--- config.mk ---
export PLATFORM = sky130hd
export DESIGN_NAME = msrv2_wr_en_pipe_ctrl
export DESIGN_NICKNAME = d
export VERILOG_FILES = /design/src/rtl/msrv2_wr_en_pipe_ctrl.sv
export SDC_FILE = /design/constraint.sdc
export NUM_CORES = 1
export LEC_CHECK = 0
export ABC_AREA = 1
export ABC_CLOCK_PERIOD_IN_PS = 2450
export BUFFER_PORTS_ARGS = -buffer_cell sky130_fd_sc_hd__buf_2
export CAP_MARGIN = 20
export CORE_ASPECT_RATIO = 0.6
export CORE_MARGIN = 4
export CORE_UTILIZATION = 30
export DETAILED_ROUTE_END_ITERATION = 6
export MAX_ROUTING_LAYER = met4
export SLEW_MARGIN = 5
export SYNTH_ARGS = -nofsm -noshare
export SYNTH_HDL_FRONTEND = slang
export SYNTH_SLANG_ARGS = --single-unit
--- constraint.sdc ---
create_clock -name ms_riscv32_mp_clk_in -period 2.45 [get_ports ms_riscv32_mp_clk_in]
set_clock_uncertainty 0.2 [all_clocks]
set_input_delay 0.1225 -clock ms_riscv32_mp_clk_in [delete_from_list [all_inputs] [get_ports ms_riscv32_mp_clk_in]]
set_output_delay 0.1225 -clock ms_riscv32_mp_clk_in [all_outputs]
set_load 0.01 [all_outputs]
--- src/rtl/msrv2_wr_en_pipe_ctrl.sv ---
`default_nettype none
// ============================================================================
//  Module   : msrv2_wr_en_pipe_ctrl
//  Brief    : Registered WB-stage write-enable controller. Gates NUM_CH
//             write requests (ch0 = integer RF, ch1 = CSR, rest generic)
//             against flush, a KILL_CYCLES-long kill shadow, stall and x0
//             writes. Each accepted entry gives exactly one enable pulse.
//  Options  : MSRV2_WR_EN_DROP_CNT_EN - builds a 16-bit saturating counter
//             of edges on which requests were discarded by flush or KILL.
//             When undefined, drop_cnt_out is tied to zero.
//  Revision : 1.0 - initial release
// ============================================================================
module msrv2_wr_en_pipe_ctrl #(
  parameter int NUM_CH      = 2,
  parameter int ADDR_W      = 12,
  parameter int KILL_CYCLES = 2
) (
  input  logic                       ms_riscv32_mp_clk_in,
  input  logic                       ms_riscv32_mp_rst_n_in,
  input  logic                       flush_in,
  input  logic                       stall_in,
  input  logic [NUM_CH-1:0]          wr_en_req_in,
  input  logic [NUM_CH*ADDR_W-1:0]   wr_addr_in,
  output logic [NUM_CH-1:0]          wr_en_out,
  output logic [NUM_CH*ADDR_W-1:0]   wr_addr_out,
  output logic                       kill_active_out,
  output logic [15:0]                drop_cnt_out
);

  // Kill counter reload value; KILL_CYCLES is limited to 1..15 so 4 bits suffice.
  localparam logic [3:0] KILL_LOAD = 4'(KILL_CYCLES);

  typedef enum logic [0:0] {
    RUN  = 1'b0,
    KILL = 1'b1
  } state_t;

  state_t                      state;
  state_t                      state_next;
  logic [3:0]                  kill_cnt;
  logic [3:0]                  kill_cnt_next;

  logic [NUM_CH-1:0]           stage_valid;
  logic [NUM_CH*ADDR_W-1:0]    stage_addr;
  logic                        fired;

  logic [NUM_CH-1:0]           accept_mask;
  logic                        load_stage;

  // A new entry enters the stage only on a clean, unstalled edge in RUN.
  assign load_stage = ~flush_in & ~stall_in & (state == RUN);

  // Channel 0 targets the integer RF, whose x0 must never be written.
  generate
    for (genvar i = 0; i < NUM_CH; i++) begin : g_ch
      if (i == 0) begin : g_int_rf
        assign accept_mask[i] = wr_en_req_in[i] & (wr_addr_in[4:0] != 5'd0);
      end else begin : g_generic
        assign accept_mask[i] = wr_en_req_in[i];
      end
    end
  endgenerate

  // FSM state and kill counter register.
  always_ff @(posedge ms_riscv32_mp_clk_in or negedge ms_riscv32_mp_rst_n_in) begin
    if (!ms_riscv32_mp_rst_n_in) begin
      state    <= RUN;
      kill_cnt <= 4'd0;
    end else begin
      state    <= state_next;
      kill_cnt <= kill_cnt_next;
    end
  end

  // Next-state: flush (re)arms the shadow; it counts down only on unstalled, unflushed edges.
  always_comb begin
    state_next    = state;
    kill_cnt_next = kill_cnt;
    if (flush_in) begin
      state_next    = KILL;
      kill_cnt_next = KILL_LOAD;
    end else if ((state == KILL) && !stall_in) begin
      kill_cnt_next = kill_cnt - 4'd1;
      if (kill_cnt == 4'd1) begin
        state_next = RUN;
      end
    end
  end

  // Stage register: flush clears, stall holds (remembering a shown pulse), KILL drops, RUN loads.
  always_ff @(posedge ms_riscv32_mp_clk_in or negedge ms_riscv32_mp_rst_n_in) begin
    if (!ms_riscv32_mp_rst_n_in) begin
      stage_valid <= '0;
      stage_addr  <= '0;
      fired       <= 1'b0;
    end else if (flush_in) begin
      stage_valid <= '0;
      fired       <= 1'b0;
    end else if (stall_in) begin
      if (|stage_valid) begin
        fired <= 1'b1;
      end
    end else if (load_stage) begin
      stage_valid <= accept_mask;
      stage_addr  <= wr_addr_in;
      fired       <= 1'b0;
    end else begin
      stage_valid <= '0;
      fired       <= 1'b0;
    end
  end

  // The fired flag masks the enable so a stalled entry pulses only once.
  assign wr_en_out       = stage_valid & {NUM_CH{~fired}};
  assign wr_addr_out     = stage_addr;
  assign kill_active_out = (state == KILL);

`ifdef MSRV2_WR_EN_DROP_CNT_EN
  logic        discard;
  logic [15:0] drop_cnt;

  // A request is discarded if flush is asserted or the kill shadow consumes this edge.
  assign discard = (|wr_en_req_in) & (flush_in | ((state == KILL) & ~stall_in));

  // Saturating drop counter, cleared only by reset.
  always_ff @(posedge ms_riscv32_mp_clk_in or negedge ms_riscv32_mp_rst_n_in) begin
    if (!ms_riscv32_mp_rst_n_in) begin
      drop_cnt <= 16'h0000;
    end else if (discard && (drop_cnt != 16'hFFFF)) begin
      drop_cnt <= drop_cnt + 16'd1;
    end
  end

  assign drop_cnt_out = drop_cnt;
`else
  assign drop_cnt_out = 16'h0000;
`endif

endmodule
`default_nettype wire
==> flow_summary.ini, run 1 <==
[die]
start_util = 0.3155
fp-row-count = 19
boundaryPins = 73
die_area_um2 = 6093
die-height_um = 62.09
core_um2 = 4636
die_w_um = 98.15

[finish]
layout_common_cells = nand2_1, buf_2, dfrtp_1
n_antenna_cell = 0
nNetsFinal = 294
fin_util = 0.4632
multi_input_area_um2 = 503.0
regArea_um2 = 800.8
final_common_cell = nand2_1
drive_gt1_frac = 0.2548
fill_cells = 463
fin_area_um2 = 2147
syn2layout_area_growth_pct = 46.79

[yosys]
ys_ff_latch = 32
yosys.area_share.adder = 0.01711
synthXorXnorAreaFrac = 0
synth-compound-area-share = 0.03422
syn_avg_cell_area_um2 = 8.455
synth_top_family_by_area = simple AND/OR/NAND/NOR gates
ys_types = 17
yosys.area_share.simple = 0.2515
yosysSeqAreaShare = 0.5475
synth_area_um2 = 1463
synth.area.mux_share = 0
syn_inst = 173
yosysWarnings = 0

[worst_setup_path]
path_class = primary input to flop
start_kind = primary input
cp_max_fo = 28
required_ns = 2.47
crit_family = buffers and inverters
cpPeakStageDelay_ns = 0.56
crit_path_frequent_cell = dlygate4sd3_1
crit_buf_inv = 4
crit_arrival_ns = 2.17
endpoint_kind = flop
crit_chain = dlygate4sd3_1 -> buf_2 -> nor2_2 -> nand2_4 -> inv_4 -> nand2_1 -> o21ai_0 -> dlygate4sd3_1
slowest_stage = dlygate4sd3_1

[cts]
cts.sink_count = 32
clk_latency_ns = 0.27
htreeDepth = 2
root_buffer = clkbuf_8
cts-buffers-inserted = 5
cts_tree = built
post-cts-setup-buffers = 0
clock_path_buffers = 2
clkSlewWorstSetupHoldPaths_ns = 0.07

[placement]
port_buffers = 56
placed_area_um2 = 1725
gp_congestion = 0.7856
dp_hpwl_mm = 2.582

[grt]
antenna_found_initial = 0
grt_pass1_vias = 1210
track_usage = 0.1269
grt_pass1_wl_mm = 5.782
gr-total-overflow = 0
grt_max_degree = 33

[power_and_ir_drop]
p_leak_uw = 0.001242
switchingPower_uw = 430.7
seqPwrFrac = 0.449
comb_power_share = 0.221
vdd_drop_max_mv = 0.3416
switching_share = 0.2856
p_clk_frac = 0.330
power_uw = 1508
powerDensity_nw_per_um2 = 702.4
p_int_uw = 1077

[sta]
setup_viol = 0
slew_violations = 0
rsz0062_at_grt = false
tns_ns = 0
tightest_slew_ns = 0.7311
post-route-min-period_ns = 2.151
final.period_utilization = 0.8780
hold_violations = 0
slew-limit-headroom = 0.5126
max_freq_ghz = 0.4649

[drt]
wl_mm = 3.727
antenna_left = 0
drcViolationCount = 0
via_per_inst = 3.957
wire_per_inst_um = 11.43
drt-pass1-iter-count = 4
vias = 1290
drt_first_iter_violations = 26

[status]
outcome = complete, no violations

[flow_run]
drv_cap = 0

[min_path]
hold_class = primary input to asynchronous set/reset pin
==> area by class of cell <==
type / count / share of cell area
multi-input combinational: 120 / 0.2343
clock buffer: 5 / 0.03205
timing repair buffer: 87 / 0.2751
clock inverter: 3 / 0.01981
sequential: 32 / 0.3730
inverter: 16 / 0.02914
tap: 63 / 0.03671
==> cells by family (layout without fill, tap and decap cells) <==
| kind of cell | count (synthesis) | count (layout) |
|---|---|---|
| compound gates | 10 | 10 |
| fa+ha+maj | 2 | 2 |
| buf+inv | 36 | 111 |
| flops | 32 | 32 |
| other cells | 1 | 16 |
| simple gates | 92 | 92 |
==> worst paths after layout <==
check / startpoint / end / slack [ns] / depth (start not counted)
min in group ms_riscv32_mp_clk_in: wr_addr_out[19] / wr_addr_out[19] / 0.28 / 2
max in group asynchronous: ms_riscv32_mp_rst_n_in / wr_addr_out[23] / 1.33 / 2
setup reg to reg: kill_active_out / stage_valid[1] / 0.49 / 6
hold reg to reg: wr_addr_out[19] / wr_addr_out[19] / 0.28 / 2
setup / recovery: flush_in / stage_valid[1] / 0.30 / 8
hold / removal: ms_riscv32_mp_rst_n_in / wr_addr_out[3] / 0.25 / 2
==> synth_stat cells, drive strengths merged <==
library cell  count  area, µm²
ha                2      25.02
buf              20      152.7
conb              1      3.750
nand2            74      285.3
dfrtp            32      800.8
inv              16      62.56
nand4             3      18.77
nor2             11      43.80
o21ai             7      35.03
a21oi             3      15.01
nor3              1      5.000
nand3             3      15.01
==> routing by layer <==
| layer | vias up | share of wire | global-route usage |
|---|---|---|---|
| met5 | - | 0 | - |
| met4 | 0 | 0.0013 | 0.02335 |
| met3 | 2 | 0.072 | 0.04571 |
| met2 | 41 | 0.39 | 0.1741 |
| met1 | 574 | 0.53 | 0.1801 |
| li1 | 673 | - | - |
==> sequential cells by signal, summed over array words and instances (netlist names) <==
| register | count |
|---|---|
| fired | 1 |
| kill_active_out | 1 |
| kill_cnt | 4 |
| stage_valid | 2 |
| wr_addr_out | 24 |
==> stage by stage <==
stage / setup WS [ns] / hold WS (ns) / cells
global placement: 1.059 / 0.02033 / 287
finish: 0.2988 / 0.2471 / 326
detailed placement: 1.007 / 0.01822 / 287
CTS: 0.2896 / 0.2534 / 326
floorplan: 1.230 / -0.3731 / 188
global route: 0.1238 / 0.3054 / 326
==> power by group through the flow <==
stage | registers, µW | logic [µW] | clock network [µW]
2_1_floorplan | 725 | 123 | 0
3_3_place_gp | 689 | 294 | 0
3_5_place_dp | 686 | 301 | 0
4_1_cts | 677 | 338 | 508
5_1_grt | 691 | 377 | 538
6_report | 677 | 334 | 498
==> what timing repair did <==
| item | CTS | global route |
|---|---|---|
| hold buffers | 31 | 0 |
| gates resized for setup | 0 | 0 |
| endpoints found under the hold margin | 62 | 0 |
Power figures use the tool's default switching activity.
==> run 2, diff against run 1 <==
--- a/config.mk
+++ b/config.mk
@@ -6,7 +6,7 @@
 export NUM_CORES = 1
 export LEC_CHECK = 0
 export ABC_AREA = 1
-export ABC_CLOCK_PERIOD_IN_PS = 2450
+export ABC_CLOCK_PERIOD_IN_PS = 2300
 export BUFFER_PORTS_ARGS = -buffer_cell sky130_fd_sc_hd__buf_2
 export CAP_MARGIN = 20
 export CORE_ASPECT_RATIO = 0.6
==> constraint.sdc (replaced) <==
create_clock -name ms_riscv32_mp_clk_in -period 2.3 [get_ports ms_riscv32_mp_clk_in]
set_clock_uncertainty 0.2 [all_clocks]
set_input_delay 0.115 -clock ms_riscv32_mp_clk_in [delete_from_list [all_inputs] [get_ports ms_riscv32_mp_clk_in]]
set_output_delay 0.115 -clock ms_riscv32_mp_clk_in [all_outputs]
set_load 0.01 [all_outputs]
==> flow_summary.ini, run 2 (synthesis results as in run 1) <==
[finish]
syn2layout_area_growth_pct = 46.96
largest_reg_flops = 24
drive_gt1_frac = 0.2548
n_antenna_cell = 0
nNetsFinal = 294
fill_cells = 466
layout_common_cells = nand2_1, buf_2, dfrtp_1
final_common_cell = nand2_1

[drt]
vias = 1284
antenna_left = 0
drt-pass1-iter-count = 4
drt_first_iter_violations = 26
wire_per_inst_um = 11.36
wl_mm = 3.704
drcViolationCount = 0
via_per_inst = 3.939

[sta]
max_freq_ghz = 0.4758
final.period_utilization = 0.9139
slew-limit-headroom = 0.5106
hold_violations = 0
rsz0062_at_grt = false
setup_viol = 0
post-route-min-period_ns = 2.102
slew_violations = 0
tns_ns = 0
tightest_slew_ns = 0.7342

[cts]
clock_path_buffers = 2
htreeDepth = 2
cts_tree = built
clkSlewWorstSetupHoldPaths_ns = 0.07
cts.sink_count = 32
clk_latency_ns = 0.27
root_buffer = clkbuf_8
cts-buffers-inserted = 5

[die]
die-height_um = 62.09
fp-row-count = 19
core_um2 = 4636
start_util = 0.3155
boundaryPins = 73
die_area_um2 = 6093
die_w_um = 98.15

[placement]
gp_congestion = 0.7856
dp_hpwl_mm = 2.582
port_buffers = 56

[power_and_ir_drop]
p_leak_uw = 0.001236
vdd_drop_max_mv = 0.3636
powerDensity_nw_per_um2 = 747.1
power_uw = 1606

[worst_setup_path]
required_ns = 2.32
reg2reg_slack_ns = 0.38
reg2reg_from = kill_active_out
cp_max_fo = 28
endpoint_kind = flop
start_kind = primary input
crit_arrival_ns = 2.12
setup.worst_path.start = flush_in
path_class = primary input to flop

[grt]
track_usage = 0.1266
grt_pass1_wl_mm = 5.775
antenna_found_initial = 0
grt_pass1_vias = 1207
gr-total-overflow = 0
grt_max_degree = 33

[flow_run]
drv_cap = 0

[min_path]
hold_class = primary input to asynchronous set/reset pin

[status]
outcome = complete, no violations
==> run 2: critical path, stage by stage <==
cell           delay (ns)
dlygate4sd3_1        0.53
buf_2                0.15
nor2_2               0.17
nand2_4              0.21
inv_6                0.23
nand3_1              0.09
dlygate4sd3_1        0.56
nand2_1              0.06
==> run 2: worst paths after layout <==
path,endpoint,cells after the start
worst max-delay path,stage_valid[0],8
min in group ms_riscv32_mp_clk_in,wr_addr_out[19],2
worst min register to register,wr_addr_out[19],2
worst max register to register,stage_valid[0],6
worst min-delay path,wr_addr_out[3],2
max in group asynchronous,wr_addr_out[23],2
==> run 2: timing repair <==
action / CTS / global route
endpoints found under the hold margin: 62 / 0
resized for setup: 0 / 1
hold buffers: 31 / 0
setup buffers: 0 / 0
setup endpoints to repair: 0 / 1
==> run 2: metrics by stage <==
step | instance area (µm²) | worst slack, ns | std cells | hold slack (ns) | utilization
after global placement | 1725 | 0.9092 | 287 | 0.01283 | 0.3722
after floorplan | 1519 | 1.080 | 188 | -0.3806 | -
after detailed placement | 1725 | 0.8573 | 287 | 0.01072 | 0.3722
after CTS | 2147 | 0.1471 | 326 | 0.2459 | 0.4632
final | 2150 | 0.1981 | 326 | 0.2404 | 0.4637
after global routing | 2150 | 0.05172 | 326 | 0.3054 | 0.4637
==> run 2: per-layer routing <==
metal | GRT usage | vias up | wire length [µm]
met1 | 0.1808 | 570 | 1946
met2 | 0.1721 | 43 | 1469
li1 | - | 671 | -
met3 | 0.04571 | 0 | 288
met4 | 0.02335 | 0 | 0
met5 | - | - | 0
==> run 2: layout make-up <==
cell class / count / area (µm²) / share of cell area
Sequential cell: 32 / 800.8 / 0.3725
Timing Repair Buffer: 87 / 590.6 / 0.2747
Multi-Input combinational cell: 120 / 503.0 / 0.2340
Tap cell: 63 / 78.83 / 0.03667
Clock buffer: 5 / 68.82 / 0.03201
Inverter: 16 / 65.06 / 0.03027
Clock inverter: 3 / 42.54 / 0.01979
==> run 2: power breakdown <==
part | switching [µW] | total [µW] | internal, µW
Sequential | 57.1 | 721 | 664
Clock | 210 | 530 | 320
Combinational | 192 | 355 | 163
Total | 458 | 1610 | 1150
